===== src/rtl/rr_arbiter.sv =====
// Four-requester round-robin arbiter with a two-state IDLE/GRANT FSM and registered outputs.
// Optional grant watchdog is compiled in by defining ARB_TIMEOUT_EN.
module rr_arbiter #(
  parameter int TIMEOUT = 16
) (
  input  logic       clk,
  input  logic       rstn,
  input  logic [3:0] req,
  input  logic       ack,
  input  logic [7:0] irq,
  output logic [3:0] gnt,
  output logic [1:0] owner,
  output logic       busy,
  output logic       done,
  output logic [7:0] irq_q,
  output logic       timeout_err
);

  typedef enum logic {
    S_IDLE  = 1'b0,
    S_GRANT = 1'b1
  } state_t;

  state_t     r_state;
  logic [1:0] r_ptr;
  logic [3:0] r_gnt;
  logic [1:0] r_owner;
  logic       r_busy;
  logic       r_done;
  logic [7:0] r_irq_q;
  logic [1:0] w_pick;
  logic [1:0] w_idx;
  logic       w_any_req;

`ifdef ARB_TIMEOUT_EN
  localparam int CNT_W = ($clog2(TIMEOUT) > 0) ? $clog2(TIMEOUT) : 1;
  logic [CNT_W-1:0] r_cnt;
  logic             r_timeout_err;
`endif

  // Scan downward so the lowest offset from r_ptr is the last, winning, assignment.
  // NOTE: every always_comb output gets a default first so no path leaves it unassigned (no latch).
  always_comb begin
    w_pick    = r_ptr;
    w_idx     = r_ptr;
    w_any_req = |req;
    for (int k = 3; k >= 0; k--) begin
      w_idx = r_ptr + 2'(k);
      if (req[w_idx]) w_pick = w_idx;
    end
  end

  // NOTE: state registers use non-blocking assignments so every register samples pre-edge values.
  always_ff @(posedge clk) begin
    if (!rstn) begin
      r_state <= S_IDLE;
      r_ptr   <= 2'd0;
      r_gnt   <= 4'b0000;
      r_owner <= 2'd0;
      r_busy  <= 1'b0;
      r_done  <= 1'b0;
      r_irq_q <= 8'h00;
`ifdef ARB_TIMEOUT_EN
      r_cnt         <= '0;
      r_timeout_err <= 1'b0;
`endif
    end else begin
      r_done <= 1'b0;
      case (r_state)
        S_IDLE: begin
          if (w_any_req) begin
            r_state <= S_GRANT;
            r_gnt   <= 4'b0001 << w_pick;
            r_owner <= w_pick;
            r_busy  <= 1'b1;
`ifdef ARB_TIMEOUT_EN
            r_cnt   <= '0;
`endif
          end
        end
        S_GRANT: begin
          if (ack) begin
            r_state <= S_IDLE;
            r_gnt   <= 4'b0000;
            r_busy  <= 1'b0;
            r_done  <= 1'b1;
            r_irq_q <= irq;
            r_ptr   <= r_owner + 2'd1;
          end
`ifdef ARB_TIMEOUT_EN
          // The count equals the number of finished GRANT cycles, so TIMEOUT-1 marks the last one.
          else if (r_cnt == CNT_W'(TIMEOUT - 1)) begin
            r_state       <= S_IDLE;
            r_gnt         <= 4'b0000;
            r_busy        <= 1'b0;
            r_ptr         <= r_owner + 2'd1;
            r_timeout_err <= 1'b1;
          end else begin
            r_cnt <= r_cnt + 1'b1;
          end
`endif
        end
        default: r_state <= S_IDLE;
      endcase
    end
  end

  assign gnt   = r_gnt;
  assign owner = r_owner;
  assign busy  = r_busy;
  assign done  = r_done;
  assign irq_q = r_irq_q;

`ifdef ARB_TIMEOUT_EN
  assign timeout_err = r_timeout_err;
`else
  assign timeout_err = 1'b0;
`endif

endmodule


===== config.mk =====
export PLATFORM = sky130hd
export DESIGN_NAME = rr_arbiter
export DESIGN_NICKNAME = d
export VERILOG_FILES = /design/src/rtl/rr_arbiter.sv
export SDC_FILE = /design/constraint.sdc
export NUM_CORES = 1
export LEC_CHECK = 0
export BUFFER_PORTS_ARGS = -buffer_cell sky130_fd_sc_hd__buf_4
export CAP_MARGIN = 20
export CORE_UTILIZATION = 41
export DETAILED_ROUTE_END_ITERATION = 12
export GPL_ROUTABILITY_DRIVEN = 0
export GPL_TIMING_DRIVEN = 0
export HOLD_SLACK_MARGIN = 0.12
export MAX_ROUTING_LAYER = met4
export PLACE_DENSITY = 0.73
export SETUP_SLACK_MARGIN = 0.2
export SLEW_MARGIN = 40
export SYNTH_ARGS = -nofsm -noshare
export SYNTH_HDL_FRONTEND = slang
export SYNTH_SLANG_ARGS = --single-unit

===== constraint.sdc =====
create_clock -name clk -period 1.4 [get_ports clk]
set_input_delay 0.14 -clock clk [delete_from_list [all_inputs] [get_ports clk]]
set_output_delay 0.14 -clock clk [all_outputs]
set_load 0.02 [all_outputs]

# After elaboration in Yosys (flattened, before gate mapping)
# Cells that the tools add are included.
[op_classes]
addsub = 4
order_cmp = 4
n_eq_ne = 2
n_shift = 1
muxes = 22
bitwise_logic = 1
n_reduce_logical = 5
[ops]
columns = ["op", "n"]
rows = [
  ["2-bit by 3-bit < comparator with 1-bit output, second input constant", 4],
  ["1-bit 2-to-1 mux", 9],
  ["1-bit binary-select mux with 2-bit select", 4],
  ["2-bit 2-to-1 mux", 4],
  ["4-bit 2-to-1 mux", 2],
  ["4-bit one-hot mux with 2 select lines", 1],
  ["2-bit AND reduction", 4],
  ["2-bit by 1-bit adder with 2-bit output, second input constant", 2],
  ["2-bit adder, second input constant", 2],
  ["2-bit inequality test, second input constant", 2],
  ["1-bit one-hot mux with 2 select lines", 2],
  ["4-bit OR reduction", 1],
  ["1-bit by 2-bit << shifter with 4-bit output, first input constant", 1],
  ["1-bit NOT", 1],
]
[totals]
reg_bits = 19
input_bits = 15
output_inout_bits = 17
word_cells = 46

# Longest topological paths before layout
# Gate-level depths: netlist of the first run.
[logic_depth]
ltp_word = 10
ltp_mapped = 5

# Least setup slack after synthesis of the first run
# Ideal clock, no wire load.
[synth_timing]
kind = "register to register"
startpoint = "reg r_ptr[1]"
endpoint = "reg r_gnt[1], in the netlist gnt[1]"
setup_time_ns = 0.059
arrival_ns = 1.242
setup_slack_ns = 0.099
stages_incl_launch_ff = 6
synth_period_minus_slack_ns = 1.301
cell_sequence = "dfxtp_1 -> nand2b_1 -> a311oi_1 -> a2111o_1 -> o2bb2ai_1 -> and2_1"
[synth_via]
elab_chain_len = 10
[synth_rtl]
columns = ["item", "line_no", "source"]
rows = [
  ["from (decl)", "25", "logic [1:0] r_ptr;"],
  ["from (signal assigned)", "88", "r_ptr <= r_owner + 2'd1;"],
  ["2-bit adder", "48", "w_idx = r_ptr + 2'(k);"],
  ["1-bit binary-select mux with 2-bit select", "49", "if (req[w_idx]) w_pick = w_idx;"],
  ["1-bit 2-to-1 mux (not written as such)", "49", ""],
  ["2-bit 2-to-1 mux (3 in series)", "49", ""],
  ["2-bit 2-to-1 mux *", "49", ""],
  ["1-bit by 2-bit << shifter with 4-bit output *", "73", "r_gnt <= 4'b0001 << w_pick;"],
  ["4-bit 2-to-1 mux *", "71", "if (w_any_req) begin"],
  ["4-bit one-hot mux with 2 select lines *", "69", "case (r_state)"],
  ["to (signal assigned)", "73", ""],
  ["to (decl)", "26", "logic [3:0] r_gnt;"],
]
# Mark *: on every way between the ends. The rest lies on a longest branch, timed or not. The select of a mux whose other input is x is not followed.
# A chain may end at the register's enable or synchronous reset.

# Final worst setup path of the first run
[layout_timing]
startpoint = "reg r_ptr[0]"
endpoint = "reg r_gnt[1], in the netlist gnt[1]"
# Same word-level chain as after synthesis.

==> results.tsv, run 1 <==
stage	metric	value	unit
pwr	peakVddDrop	647.5	uV
synthesis	synth_most_common_cell	dfxtp_1	
detailed_routing	drt_iter0_drc	10	
global_routing	grt_antenna_before_repair	0	
global_routing	grtUsageMet3	0.03571	
final_layout	final_nets	139	
clock_tree	path_clk_slew	100	ps
synthesis	ys_seq_area_frac	0.4927	
timing	period_needed	1291	ps
timing	finalHoldViolCount	0	
global_routing	grt_pass1_wl	2.808	mm
setup_path	critPathTopFamily	compound AO/OA/AOI/OAI gates	
hold_path	whs_path_depth	3	
setup_path	startpoint_type	register	
detailed_routing	vias_per_cell	4.824	
setup_path	end_kind	register	
clock_tree	cts.sinks	19	
detailed_routing	drc_errors	0	
placed_design	place_ws	55.70	ps
synthesis	synth_area_per_cell	10.16	sq um
setup_path	path_buf_inv	0	
flow_run	maxCapViolations	0	
final_layout	antenna_cells	0	
synthesis	synthesis.instances	76	
clock_tree	cts-htree-levels	1	
setup_path	r2r_slack	110	ps
detailed_routing	ant_nets	0	
floorplanning	core	1745	sq um
pwr	cellPowerDensity	931.1	nW/um^2
hold_path	hold_path_class	in2reg	
setup_path	worstSetupPathDepth	5	
floorplanning	ios	32	
detailed_routing	wl	1.719	mm
floorplanning	rows	15	
synthesis	synth_nets	91	
setup_path	cp_data_required_time	1650	ps
pwr	leakagePower	0.5487	nW
placed_design	placed_cells	131	
global_routing	grtUsageMet2	0.3200	
floorplanning	dieArea	2060	sq um
setup_path	endpoint	gnt[1]	
final_layout	fillers	141	
timing	slew_viol_final	0	
setup_path	r2r_end	gnt[1]	
timing	setup_viol	0	
setup_path	path_cells	or2b_4 -> nand2_2 -> a2111o_1 -> o2bb2ai_1 -> and2_1	
pwr	p_total	1.136	mW
timing	setup_slack	109.1	ps
synthesis	synth_common_cells	dfxtp_1, a22o_1, nand2_1	
synthesis	synth.distinct_cells	34	
setup_path	crit_type	reg2reg	
global_routing	grt_use_total	0.2019	
clock_tree	clk_latency	300	ps
global_routing	grtUsageMet1	0.2338	
final_layout	seq_area	385.4	sq um
timing	fmax	0.7747	GHz
clock_tree	tritoncts	done	
setup_path	r2r.worst_path.cells	5	
placed_design	port_buffers	30	
final_layout	stdcell_count	148	
detailed_routing	vias	714	
setup_path	crit_fanout	3	
setup_path	slowest_stage	a2111o_1	
floorplanning	die_w	45.39	um
setup_path	r2r_start	r_ptr[0]	
synthesis	syn-cell-area	772.0	sq um
synthesis	synth_flop_cell	dfxtp_1	
timing	skew	3.692	ps
synthesis	yosys-top-cells-area	dfxtp_1, a22o_1, nand2_1	
synthesis	synth_edf_count	0	
detailed_routing	wl_per_cell	11.61	um
setup_path	arrival	1540	ps
timing	hold_ws	182.4	ps
timing	rsz0062_at_grt	true	
global_routing	grt_max_degree	12	
synthesis	synth_top_area_cell	dfxtp_1	
floorplanning	die_y	45.39	um
setup_path	slowest_delay	450	ps
synthesis	ys_warn_count	0	
clock_tree	cts_buffers	3	
final_layout	drive_above_1_share	0.4309	
synthesis	synth-async-reset-ratio	0	
global_routing	busiest_layer	met2	
timing	setup-tns-final	0	ps
run_status	status	finished, final reports clean	
clock_tree	cts-root-buf	clkbuf_4	
global_routing	grt_pass1_vias	654	
floorplanning	start_util	0.4423	
synthesis	yosysTopAreaCellShare	0.4927	
detailed_routing	first_pass_iters	3	
placed_design	dp_hpwl	1.185	mm
synthesis	synth.ff_latch_count	19	
clock_tree	clock_path_buffers	2	
final_layout	syn_to_final_growth	58.02	%
final_layout	multi_input_area	396.6	sq um
setup_path	critPathLaunch	r_ptr[0]	
global_routing	gr-total-overflow	0	
timing	timing.final.crit_share	0.9220	
==> logic make-up (layout without fill, tap and decap cells) <==
logic type	after synthesis	in the layout	share of synthesized area
AO/OA/AOI/OAI	26	26	0.2739
XOR/XNOR	1	1	0.01135
buffers and inverters	6	53	0.03565
flip-flops	19	19	0.4927
multiplexers	1	1	0.01297
other	1	1	0.004858
AND/OR/NAND/NOR	22	22	0.1686
==> layout make-up <==
type | instances | share of cell area
Buffer | 3 | 0.01436
Clock buffer | 3 | 0.01846
Clock inverter | 1 | 0.004103
Inverter | 3 | 0.009231
Multi-Input combinational cell | 51 | 0.3251
Sequential cell | 19 | 0.3159
Tap cell | 25 | 0.02564
Timing Repair Buffer | 43 | 0.2872
==> through the flow <==
step	utilization	cell area, sq um
floorplan	-	782.0
global placement	0.5950	1039
detailed placement	0.5950	1039
CTS	0.6839	1194
global route	0.6989	1220
finish	0.6989	1220
==> where the power goes <==
part / total, mW / switching (mW) / internal, mW
combinational: 0.267 / 0.123 / 0.144
clock: 0.271 / 0.165 / 0.106
sequential: 0.598 / 0.0251 / 0.573
total: 1.14 / 0.312 / 0.823
==> how the worst min path moves through the flow <==
stage                     to  startpoint  slack (ps)
detailed placement  irq_q[2]      irq[2]         350
global route         r_state      req[3]         180
finish               r_state      req[3]         180
CTS                   gnt[2]        rstn         120
global placement    irq_q[3]      irq[3]         350
floorplan             gnt[1]        rstn         260
==> per-layer routing <==
metal,wire length (um),up-vias,share of wire
met2,850,18,0.49
met4,44,0,0.026
met5,0,-,0
met1,759,322,0.44
met3,64,5,0.037
li1,-,369,-
==> timing repair <==
item / 4_1_cts / 5_1_grt
hold endpoints to repair: 12 / 1
pin swaps: 7 / 1
setup buffers: 2 / 0
gates resized for setup: 5 / 3
endpoints found under the setup margin: 15 / 15
hold buffers: 10 / 1
==> registers in the layout (all words and copies together), names as in the netlist <==
| name | count |
|---|---|
| done | 1 |
| owner | 2 |
| gnt | 4 |
| busy | 1 |
| r_ptr | 2 |
| r_state | 1 |
| irq_q | 8 |
==> worst reg2reg max path, cell delays in order, from the launching register on <==
cell and delay [ps]:
dfxtp_2 360, or2b_4 120, nand2_2 50, a2111o_1 450, o2bb2ai_1 140, and2_1 130
==> layout by cell type (no fill, tap or decap), drive strengths merged, types with 2 or more instances in the layout <==
master / instances
a21boi: 3
a21oi: 2
a22o: 8
and2: 2
and3: 2
buf: 34
clkbuf: 4
dfxtp: 19
dlygate4sd3: 11
inv: 3
nand2: 5
nand2b: 3
nor2: 3
nor2b: 4
o21a: 2
o21ai: 3
o2bb2ai: 2
No activity file was read; power rests on OpenSTA's default activity.
==> inputs of run 2 (changes only) <==
--- a/config.mk
+++ b/config.mk
@@ -14,6 +14,7 @@
 export HOLD_SLACK_MARGIN = 0.12
 export MAX_ROUTING_LAYER = met4
 export PLACE_DENSITY = 0.73
+export RECOVER_POWER = 25
 export SETUP_SLACK_MARGIN = 0.2
 export SLEW_MARGIN = 40
 export SYNTH_ARGS = -nofsm -noshare
==> results.tsv, run 2 (synthesis gave the netlist of run 1 again) <==
stage	metric	value	unit	change
clock_tree	clock_path_buffers	2		unchanged
pwr	power.switching	0.3115	mW	-0.29%
placed_design	dpl_cell_area	1039	sq um	unchanged
clock_tree	cts-root-buf	clkbuf_4		
floorplanning	ios	32		unchanged
final_layout	final_nets	139		unchanged
clock_tree	cts.sinks	19		unchanged
setup_path	path_buf_inv	0		unchanged
global_routing	grtUsageMet3	0.03571		unchanged
detailed_routing	vias	715		+0.14%
setup_path	crit_fanout	3		unchanged
floorplanning	rows	15		unchanged
clock_tree	cts_buffers	3		unchanged
global_routing	grtUsageMet2	0.3200		unchanged
run_status	status	finished, final reports clean		
timing	rsz0062_at_grt	true		
clock_tree	clk_latency	290	ps	about the same
final_layout	final_cell_area	1190	sq um	-2.5%
final_layout	antenna_cells	0		unchanged
floorplanning	die_w	45.39	um	unchanged
setup_path	slowest_stage	a2111o_1		
final_layout	mostFrequentLayoutCell	buf_4		
detailed_routing	wl_per_cell	11.55	um	-0.58%
pwr	p_total	1.123	mW	-1.1%
placed_design	dp_hpwl	1.185	mm	unchanged
pwr	intPower	0.8119	mW	-1.4%
detailed_routing	drt_iter0_drc	11		+1
global_routing	grt_use_total	0.2019		unchanged
pwr	clkPwrFrac	0.241		+0.002
final_layout	drive_above_1_share	0.3659		-0.06504
floorplanning	die_y	45.39	um	unchanged
final_layout	multi_input_area	396.6	sq um	unchanged
clock_tree	tritoncts	done		
global_routing	grt_antenna_before_repair	0		unchanged
final_layout	syn_to_final_growth	54.13	%	
timing	timing.final.crit_share	0.9229		about the same
setup_path	critPathTopFamily	compound AO/OA/AOI/OAI gates		
timing	setup_viol	0		unchanged
setup_path	crit_type	reg2reg		
floorplanning	dieArea	2060	sq um	unchanged
setup_path	arrival	1540	ps	about the same
setup_path	path_cells	or2b_4 -> nand2_2 -> a2111o_1 -> o2bb2ai_1 -> and2_1		
timing	slew_viol_final	0		unchanged
timing	setup-tns-final	0	ps	unchanged
global_routing	busiest_layer	met2		
timing	skew	2.535	ps	-1.158 ps
setup_path	end_kind	register		
pwr	leakagePower	0.5157	nW	-6.0%
final_layout	largest_register_ffs	8		unchanged
hold_path	hold_path_class	in2reg		
detailed_routing	ant_nets	0		unchanged
global_routing	grt_pass1_wl	2.808	mm	unchanged
timing	finalHoldViolCount	0		unchanged
setup_path	startpoint_type	register		
detailed_routing	first_pass_iters	3		unchanged
placed_design	port_buffers	30		unchanged
clock_tree	path_clk_slew	100	ps	about the same
pwr	swShare	0.2773		+0.002221
final_layout	layout_common_cells	buf_4, dfxtp_1, dlygate4sd3_1, a22o_1, clkbuf_1		
floorplanning	core	1745	sq um	unchanged
detailed_routing	vias_per_cell	4.831		+0.14%
floorplanning	start_util	0.4423		unchanged
global_routing	gr-total-overflow	0		unchanged
pwr	peakVddDrop	643.6	uV	-0.60%
setup_path	cp_data_required_time	1650	ps	about the same
detailed_routing	drc_errors	0		unchanged
flow_run	maxCapViolations	0		unchanged
pwr	cellPowerDensity	944.1	nW/um^2	+1.4%
clock_tree	cts-htree-levels	1		unchanged
timing	fmax	0.7740	GHz	about the same
detailed_routing	wl	1.709	mm	-0.58%
global_routing	grtUsageMet1	0.2338		unchanged
timing	period_needed	1292	ps	+1.216 ps
pwr	p_seq_frac	0.532		+0.005
setup_path	slowest_delay	450	ps	about the same
pwr	pwr-share-comb	0.227		-0.008
global_routing	grt_max_degree	12		unchanged
final_layout	seq_area	385.4	sq um	unchanged
global_routing	grt_pass1_vias	654		unchanged
final_layout	fillers	152		+7.8%
## run 2: worst paths after layout
check                           slack, ps  cells after the start     start  endpoint
worst min-delay path                  180                      3    req[3]   r_state
worst max-delay path                  110                      5  r_ptr[0]    gnt[1]
worst max register to register        110                      5  r_ptr[0]    gnt[1]
worst min register to register        460                      2    gnt[2]    gnt[2]
## run 2: per-layer routing
metal,share of wire,up-vias,wire [um]
met1,0.44,322,748
met2,0.50,18,848
met3,0.039,5,67
met5,0,-,0
met4,0.026,0,44
li1,-,370,-
## run 2: stage by stage
| step | instances | setup slack [ps] | util | hold slack, ps |
|---|---|---|---|---|
| 6_report | 148 | 107.9 | 0.6817 | 182.0 |
| 5_1_grt | 148 | 22.31 | 0.6817 | 181.4 |
| 4_1_cts | 147 | 104.9 | 0.6839 | 123.3 |
| 3_5_place_dp | 131 | 55.70 | 0.5950 | 351.5 |
| 3_3_place_gp | 131 | 40.47 | 0.5950 | 350.0 |
| 2_1_floorplan | 76 | 146.1 | - | 261.7 |
## run 2: tightest hold or removal path: stages
cell and delay [ps]:
buf_4 100, nor4_2 60, a21boi_0 140
## run 2: final cells by class
| type | count | share of cell area |
|---|---|---|
| clock inverters | 1 | 0.004206 |
| repair buffers | 43 | 0.2692 |
| inverters | 3 | 0.009464 |
| flip-flops and latches | 19 | 0.3239 |
| multi-input cells | 51 | 0.3333 |
| plain buffers | 3 | 0.01472 |
| well taps | 25 | 0.02629 |
| clock buffers | 3 | 0.01893 |
## run 2: power by group through the flow
stage,combinational (mW),sequential [mW],clock (mW)
CTS,0.259,0.597,0.274
detailed placement,0.226,0.611,0
global route,0.278,0.603,0.305
global placement,0.223,0.611,0
floorplan,0.0955,0.641,0
finish,0.255,0.598,0.271
## run 2: repair_timing
action	in CTS	in global routing
gates resized for setup	5	3
pin swaps	7	1
endpoints found under the hold margin	12	1
buffers inserted	2	0
endpoints found under the setup margin	15	15
gates cloned	0	0
hold buffers	10	1
